**src/rtl/knight_fade.sv**
```systemverilog
// knight_fade: per-LED decaying brightness with PWM output, giving the scanner an afterglow trail
// Ports:
//   ck   - system clock, rising edge
//   res  - asynchronous active-low reset
//   pat  - 8-bit LED pattern from the scanner, bit i high loads LED i to full brightness
//   led  - registered PWM drive to the LEDs
//   busy - registered, high while any LED level is non-zero
module knight_fade #(
    parameter int BW        = 4,
    parameter int DECAY_DIV = 16
) (
    input  logic       ck,
    input  logic       res,
    input  logic [7:0] pat,
    output logic [7:0] led,
    output logic       busy
);
    localparam logic [BW-1:0] MAX = '1;
    localparam int DW = DECAY_DIV > 1 ? $clog2(DECAY_DIV) : 1;
    localparam logic [DW-1:0] DLAST = DW'(DECAY_DIV - 1);

    logic [BW-1:0] level [8];
    logic [BW-1:0] cnt;
    logic [DW-1:0] div;
    logic [7:0]    nz;
    logic          tick;

    assign tick = div == DLAST;

    always_comb begin
        nz = '0;
        for (int i = 0; i < 8; i++) nz[i] = level[i] != '0;
    end

    // cnt spans 0..MAX-1 so a level of MAX lights every slot and 0 lights none.
    always_ff @(posedge ck or negedge res) begin
        if (!res) begin
            level <= '{default: '0};
            cnt   <= '0;
            div   <= '0;
            led   <= '0;
            busy  <= 1'b0;
        end else begin
            cnt  <= cnt == MAX - 1'b1 ? '0 : cnt + 1'b1;
            div  <= tick ? '0 : div + 1'b1;
            busy <= |nz;
            for (int i = 0; i < 8; i++) begin
                level[i] <= pat[i] ? MAX : (tick && nz[i]) ? level[i] - 1'b1 : level[i];
                led[i]   <= level[i] > cnt;
            end
        end
    end
endmodule

```
**config.mk**
```make
export PLATFORM = sky130hd
export DESIGN_NAME = knight_fade
export DESIGN_NICKNAME = d
export VERILOG_FILES = /design/src/rtl/knight_fade.sv
export SDC_FILE = /design/constraint.sdc
export NUM_CORES = 1
export LEC_CHECK = 0
export BUFFER_PORTS_ARGS = -buffer_cell sky130_fd_sc_hd__buf_4
export CAP_MARGIN = 20
export CORE_ASPECT_RATIO = 0.7
export CORE_UTILIZATION = 37
export CTS_BUF_LIST = sky130_fd_sc_hd__clkbuf_16
export CTS_CLUSTER_DIAMETER = 100
export DETAILED_ROUTE_END_ITERATION = 6
export HOLD_SLACK_MARGIN = 0.03
export PLACE_DENSITY = 0.63
export SETUP_SLACK_MARGIN = 0.05
export SYNTH_ARGS = -nofsm -noshare
export SYNTH_HDL_FRONTEND = slang
export SYNTH_SLANG_ARGS = --single-unit
```
**constraint.sdc**
```tcl
create_clock -name ck -period 3.65 [get_ports ck]
set_input_delay 0.365 -clock ck [delete_from_list [all_inputs] [get_ports ck]]
set_output_delay 0.365 -clock ck [all_outputs]
set_load 0.01 [all_outputs]
```
==> results.sh, run 1 <==
export IMPL_routed_via_density=5.38
export IMPL_numCtsBuffers=5
export IMPL_dieArea_um2=8240
export IMPL_max_freq_mhz=535
export IMPL_status="finished, final reports clean"
export IMPL_maxSlewViolCount=0
export IMPL_wl_per_cell_um=14.1
export IMPL_num_antenna_cells=0
export IMPL_syn_area_um2=2910
export IMPL_die_h_um=76.3
export IMPL_htreeDepth=2
export IMPL_grt_pass1_wl_um=10500
export IMPL_via_count=2259
export IMPL_syn_num_nets=353
export IMPL_clk_latency_ns=0.28
export IMPL_crit_type="register to register"
export IMPL_async_flop_share_pct=100
export IMPL_yosysTopAreaCell="dfrtp_1"
export IMPL_ys_seq_area_share_pct=42.1
export IMPL_min_period_ns=1.87
export IMPL_hold_viol=0
export IMPL_dpl_worst_slack_ns=1.78
export IMPL_first_pass_iters=4
export IMPL_grt_pass1_vias=2177
export IMPL_root_buffer="clkbuf_16"
export IMPL_r2r_worst_path_cells=5
export IMPL_routed_wl_um=5940
export IMPL_clock_skew_final_ns=0.00510
export IMPL_drtAntennaViolNets=0
export IMPL_start_kind="register"
export IMPL_vdd_drop_max_mv=0.194
export IMPL_fp_dieW_um=108
export IMPL_areaGrowthSynthToFinish_pct=12.7
export IMPL_grt_max_degree=54
export IMPL_drtIter0Drc=91
export IMPL_nets=372
export IMPL_r2r_end="busy$_DFF_PN0_"
export IMPL_drive_gt1_share_pct=9.01
export IMPL_dp_hpwl_um=4010
export IMPL_clk_path_buf_depth=2
export IMPL_hp_class="input pin to async pin"
export IMPL_row_count=26
export IMPL_rr_startpoint="level[20]$_DFFE_PN0P_"
export IMPL_cp_max_fo=6
export IMPL_fin_setup_tns_ns=0
export IMPL_yosysUniqueCellTypes=26
export IMPL_cts_sinks=49
export IMPL_synth_edf_count=0
export IMPL_ios=19
export IMPL_ctsResizeCount=0
export IMPL_hold_buffers=0
export IMPL_synth_ff_type="dfrtp_1"
export IMPL_syn_inst=302
export IMPL_setup_ws_ns=1.78
export IMPL_power_leakage_nw=1.41
export IMPL_worstPathArrival_ns=2.04
export IMPL_synth_top_area_share_pct=42.1
export IMPL_rsz0062_at_grt="no"
export IMPL_cap_viol_max_count=0
export IMPL_drc=0
export IMPL_worstMarginPinSlew_ns=0.729
export IMPL_cts_tree="yes"
export IMPL_worstPathRequired_ns=3.82
export IMPL_setup_violations=0
export IMPL_yosys_warnings=0
export IMPL_io_buffers=18
export IMPL_core_area_um2=7450
export IMPL_critPathCaptureType="register"
export IMPL_track_usage_pct=16.0
export IMPL_grt_antenna_before_repair=0
export IMPL_start_util_pct=39.1
export IMPL_synth_area_top_cells="dfrtp_1, ha_1, o21ai_0, inv_1, nand3_1"
export IMPL_power_density_nw_per_um2=317
export IMPL_r2r_slack_ns=1.78
export IMPL_gp_congestion=0.792
export IMPL_syn_avg_cell_area_um2=9.65
export IMPL_cts_setup_buffers=0
export IMPL_ys_ff_latch=49
export IMPL_clk_pin_slew_ns=0.07
export IMPL_post_route_period_util_pct=51.2
export IMPL_slew_headroom_pct=51.3
export IMPL_grt_overflow=0
-- kinds of logic (layout without fill, tap and decap cells) --
group | Yosys count | in the layout | share of synthesized area (%)
AO/OA/AOI/OAI | 75 | 75 | 14.2
adder cells (fa/ha/maj) | 41 | 41 | 17.6
XOR/XNOR | 1 | 1 | 0.301
buffers and inverters | 39 | 59 | 5.32
multiplexers | 1 | 1 | 0.386
AND/OR/NAND/NOR | 96 | 96 | 20.1
flip-flops | 49 | 49 | 42.1
-- metrics by stage --
stage	power (mW)	instances	instance area (um^2)	hold WS, ns	util [%]
after global placement	0.598	412	3140	0.441	42.2
after detailed placement	0.598	412	3140	0.441	42.2
final	1.04	420	3280	0.0914	44.1
after floorplan	0.574	302	2910	0.0694	-
after global routing	1.09	420	3280	0.157	44.1
after CTS	1.06	420	3280	0.132	44.1
-- layout make-up --
type,count,area [um^2]
Fill cell,719,4170
Multi-Input combinational cell,214,1530
Sequential cell,49,1230
Timing Repair Buffer,18,135
Clock buffer,5,125
Inverter,33,124
Tap cell,98,123
Clock inverter,3,17.5
-- cell usage after synthesis, types with 5 or more instances --
library cell,count
nand2_1,5
a21oi_1,11
nand4_1,9
ha_1,41
nand4b_1,5
nand3_1,22
dfrtp_1,49
or4_1,8
nor2_1,8
nor2b_1,8
or3_1,16
o311ai_0,8
nor3b_1,8
o21ai_0,51
inv_1,33
-- sequential cells by signal, summed over array words and instances (netlist names) --
| register | flops |
|---|---|
| cnt | 4 |
| busy | 1 |
| div | 4 |
| level | 32 |
| led | 8 |
-- where the power goes --
part / internal, mW / switching, mW / total [mW]
clock: 0.252 / 0.202 / 0.453
combinational: 0.0120 / 0.0241 / 0.0360
sequential: 0.547 / 0.00385 / 0.551
total: 0.811 / 0.229 / 1.04
-- layer usage --
layer | share of wire [%] | wire [um] | track usage (%) | vias up
met1 | 52 | 3060 | 23.5 | 1079
met2 | 45 | 2670 | 24.4 | 27
li1 | - | - | - | 1151
met3 | 2.9 | 172 | 3.25 | 2
met4 | 0.44 | 26 | 2.88 | 0
met5 | 0 | 0 | 0 | -
-- worst max-delay path, stage by stage (launching register included) --
cell	delay [ns]
dfrtp_1	0.41
inv_1	0.10
ha_1	0.18
nor3b_1	0.62
nand4_1	0.14
or2_2	0.32
-- worst max-delay path by stage --
stage | startpoint | endpoint | slack [ns] | cells after the start
6_report | level[20]$_DFFE_PN0P_ | busy$_DFF_PN0_ | 1.78 | 5
5_1_grt | level[28]$_DFFE_PN0P_ | busy$_DFF_PN0_ | 1.62 | 5
4_1_cts | level[20]$_DFFE_PN0P_ | busy$_DFF_PN0_ | 1.76 | 5
3_5_place_dp | level[20]$_DFFE_PN0P_ | busy$_DFF_PN0_ | 1.78 | 5
3_3_place_gp | level[28]$_DFFE_PN0P_ | busy$_DFF_PN0_ | 1.78 | 5
2_1_floorplan | div[0]$_DFF_PN0_ | level[23]$_DFFE_PN0P_ | 2.15 | 5
-- cell usage in the layout, fill, tap and decap left out, drive strengths merged, types with 9 or more instances in the layout --
cell type | netlist | layout
dfrtp | 49 | 49
o21ai | 51 | 51
nand4 | 9 | 9
inv | 33 | 33
a21oi | 11 | 11
buf | 2 | 18
or3 | 16 | 16
ha | 41 | 41
nand3 | 23 | 23
(Power assumes the default switching activity.)
==> inputs of run 2 (changes only) <==
Settings changed: PLACE_DENSITY 0.63 to 0.65.
Clock period 3.65 ns to 1.55 ns, I/O delays scaled along.
==> run 2 against run 1 <==
- die area is the same
- core utilization grew 11 points
- combinational power rose to 3.6 times the previous value
- critical path type unchanged
- largest cell class unchanged
==> results.sh, run 2 (same netlist as run 1, synthesis figures left out) <==
export IMPL_power_density_nw_per_um2=612
export IMPL_min_period_ns=1.51
export IMPL_final_area_um2=4080
export IMPL_numCtsBuffers=5
export IMPL_cp_max_fo=3
export IMPL_top_register="level"
export IMPL_start_kind="register"
export IMPL_io_buffers=18
export IMPL_num_antenna_cells=0
export IMPL_wl_met3_um=217
export IMPL_power_leakage_nw=1.86
export IMPL_dp_cells=462
export IMPL_drtAntennaViolNets=0
export IMPL_slew_headroom_pct=58.0
export IMPL_clk_latency_ns=0.29
export IMPL_critPathCaptureType="register"
export IMPL_start_util_pct=39.1
export IMPL_areaGrowthSynthToFinish_pct=39.8
export IMPL_postPlaceCellArea_um2=3550
export IMPL_worstPathRequired_ns=1.77
export IMPL_grt_antenna_before_repair=0
export IMPL_root_buffer="clkbuf_16"
export IMPL_setup_violations=0
export IMPL_post_route_period_util_pct=97.2
export IMPL_gp_congestion=0.775
export IMPL_met2_length_um=3620
export IMPL_clk_pin_slew_ns=0.06
export IMPL_worstPathArrival_ns=1.73
export IMPL_core_area_um2=7450
export IMPL_first_pass_iters=4
export IMPL_drc=0
export IMPL_die_h_um=76.3
export IMPL_grt_pass1_vias=2535
export IMPL_dieArea_um2=8240
export IMPL_final_cell_mix="buf_4, o21ai_0, dfrtp_1"
export IMPL_cap_viol_max_count=0
export IMPL_routed_wl_um=7450
export IMPL_utilization_pct=54.7
export IMPL_wl_met1_um=3570
export IMPL_hp_class="input pin to register"
export IMPL_vdd_drop_max_mv=0.480
export IMPL_clk_path_buf_depth=2
export IMPL_cts_sinks=49
export IMPL_maxUsedRoutingLayer="met4"
export IMPL_drive_gt1_share_pct=34.1
export IMPL_max_freq_mhz=664
export IMPL_crit_type="register to register"
export IMPL_wl_per_cell_um=15.4
export IMPL_htreeDepth=2
export IMPL_rsz0062_at_grt="yes"
export IMPL_clock_skew_final_ns=0.00364
export IMPL_worstMarginPinSlew_ns=0.630
export IMPL_fp_dieW_um=108
export IMPL_hold_viol=0
export IMPL_fin_hold_ws_ns=0.104
export IMPL_via_count=2597
export IMPL_dp_hpwl_um=4760
export IMPL_drtIter0Drc=123
export IMPL_ios=19
export IMPL_top_regs="level (32), led (8)"
export IMPL_grt_max_degree=50
export IMPL_largest_reg_flops=32
export IMPL_nets=437
export IMPL_instances_no_fill=485
export IMPL_fin_setup_tns_ns=0
export IMPL_status="finished, final reports clean"
export IMPL_row_count=26
export IMPL_track_usage_pct=19.0
export IMPL_grt_overflow=0
export IMPL_final_common_cell="buf_4"
export IMPL_routed_via_density=5.35
export IMPL_maxSlewViolCount=0
export IMPL_grt_pass1_wl_um=12100
export IMPL_cts_tree="yes"
## run 2: cell types whose count changed in the layout (fill, tap and decap cells not counted), sizes merged
cell,change
buf,+62
clkinv,+1
nand3,+2
clkinvlp,-1
dlygate4sd3,+1
## run 2: metal layers
| metal | GRT usage [%] | vias to the layer above |
|---|---|---|
| li1 | - | 1291 |
| met5 | 0 | - |
| met2 | 30.1 | 42 |
| met4 | 3.97 | 0 |
| met1 | 26.4 | 1258 |
| met3 | 4.36 | 6 |
## run 2: power by group
| part | leakage, nW | switching [mW] | internal, mW | total, mW |
|---|---|---|---|---|
| logic | 1.32 | 0.0704 | 0.0598 | 0.130 |
| clock network | 0.0687 | 0.481 | 0.585 | 1.07 |
| registers | 0.470 | 0.00769 | 1.29 | 1.30 |
| total | 1.86 | 0.559 | 1.93 | 2.49 |
## run 2: through the flow
stage / total power [mW] / setup slack [ns]
finish: 2.49 / 0.0438
global route: 2.60 / -0.0106
CTS: 2.50 / 0.0374
detailed placement: 1.43 / -0.187
global placement: 1.42 / -0.0914
floorplan: 1.35 / 0.0583
## run 2: worst max-delay path: stages (launching register included)
cell	delay, ns
dfrtp_1	0.40
buf_6	0.12
or3_1	0.37
or4_1	0.47
nand3_1	0.08
## run 2: area by class of cell
class / instances / area [um^2]
tap: 98 / 123
timing repair buffer: 81 / 671
multi-input combinational: 216 / 1790
fill: 656 / 3370
inverter: 33 / 124
clock buffer: 5 / 125
clock inverter: 3 / 12.5
sequential: 49 / 1230
## run 2: what timing repair did
action / in CTS / in global routing
cloned: 2 / 1
setup buffers: 4 / 7
pin swaps: 7 / 12
resized for setup: 23 / 47
endpoints found under the hold margin: 49 / 0
setup endpoints to repair: 30 / 27
hold buffers: 1 / 0
## run 2: path summary, 6_finish.rpt
path	start	to	slack [ns]	cells past startpoint
setup reg to reg	level[4]$_DFFE_PN0P_	level[7]$_DFFE_PN0P_	0.04	4
hold reg to reg	cnt[3]$_DFF_PN0_	cnt[0]$_DFF_PN0_	0.54	1
max in group asynchronous	res	div[2]$_DFF_PN0_	0.66	2
hold / removal	pat[6]	level[4]$_DFFE_PN0P_	0.10	3
min in group asynchronous	res	level[5]$_DFFE_PN0P_	0.43	2
setup / recovery	level[4]$_DFFE_PN0P_	level[7]$_DFFE_PN0P_	0.04	4
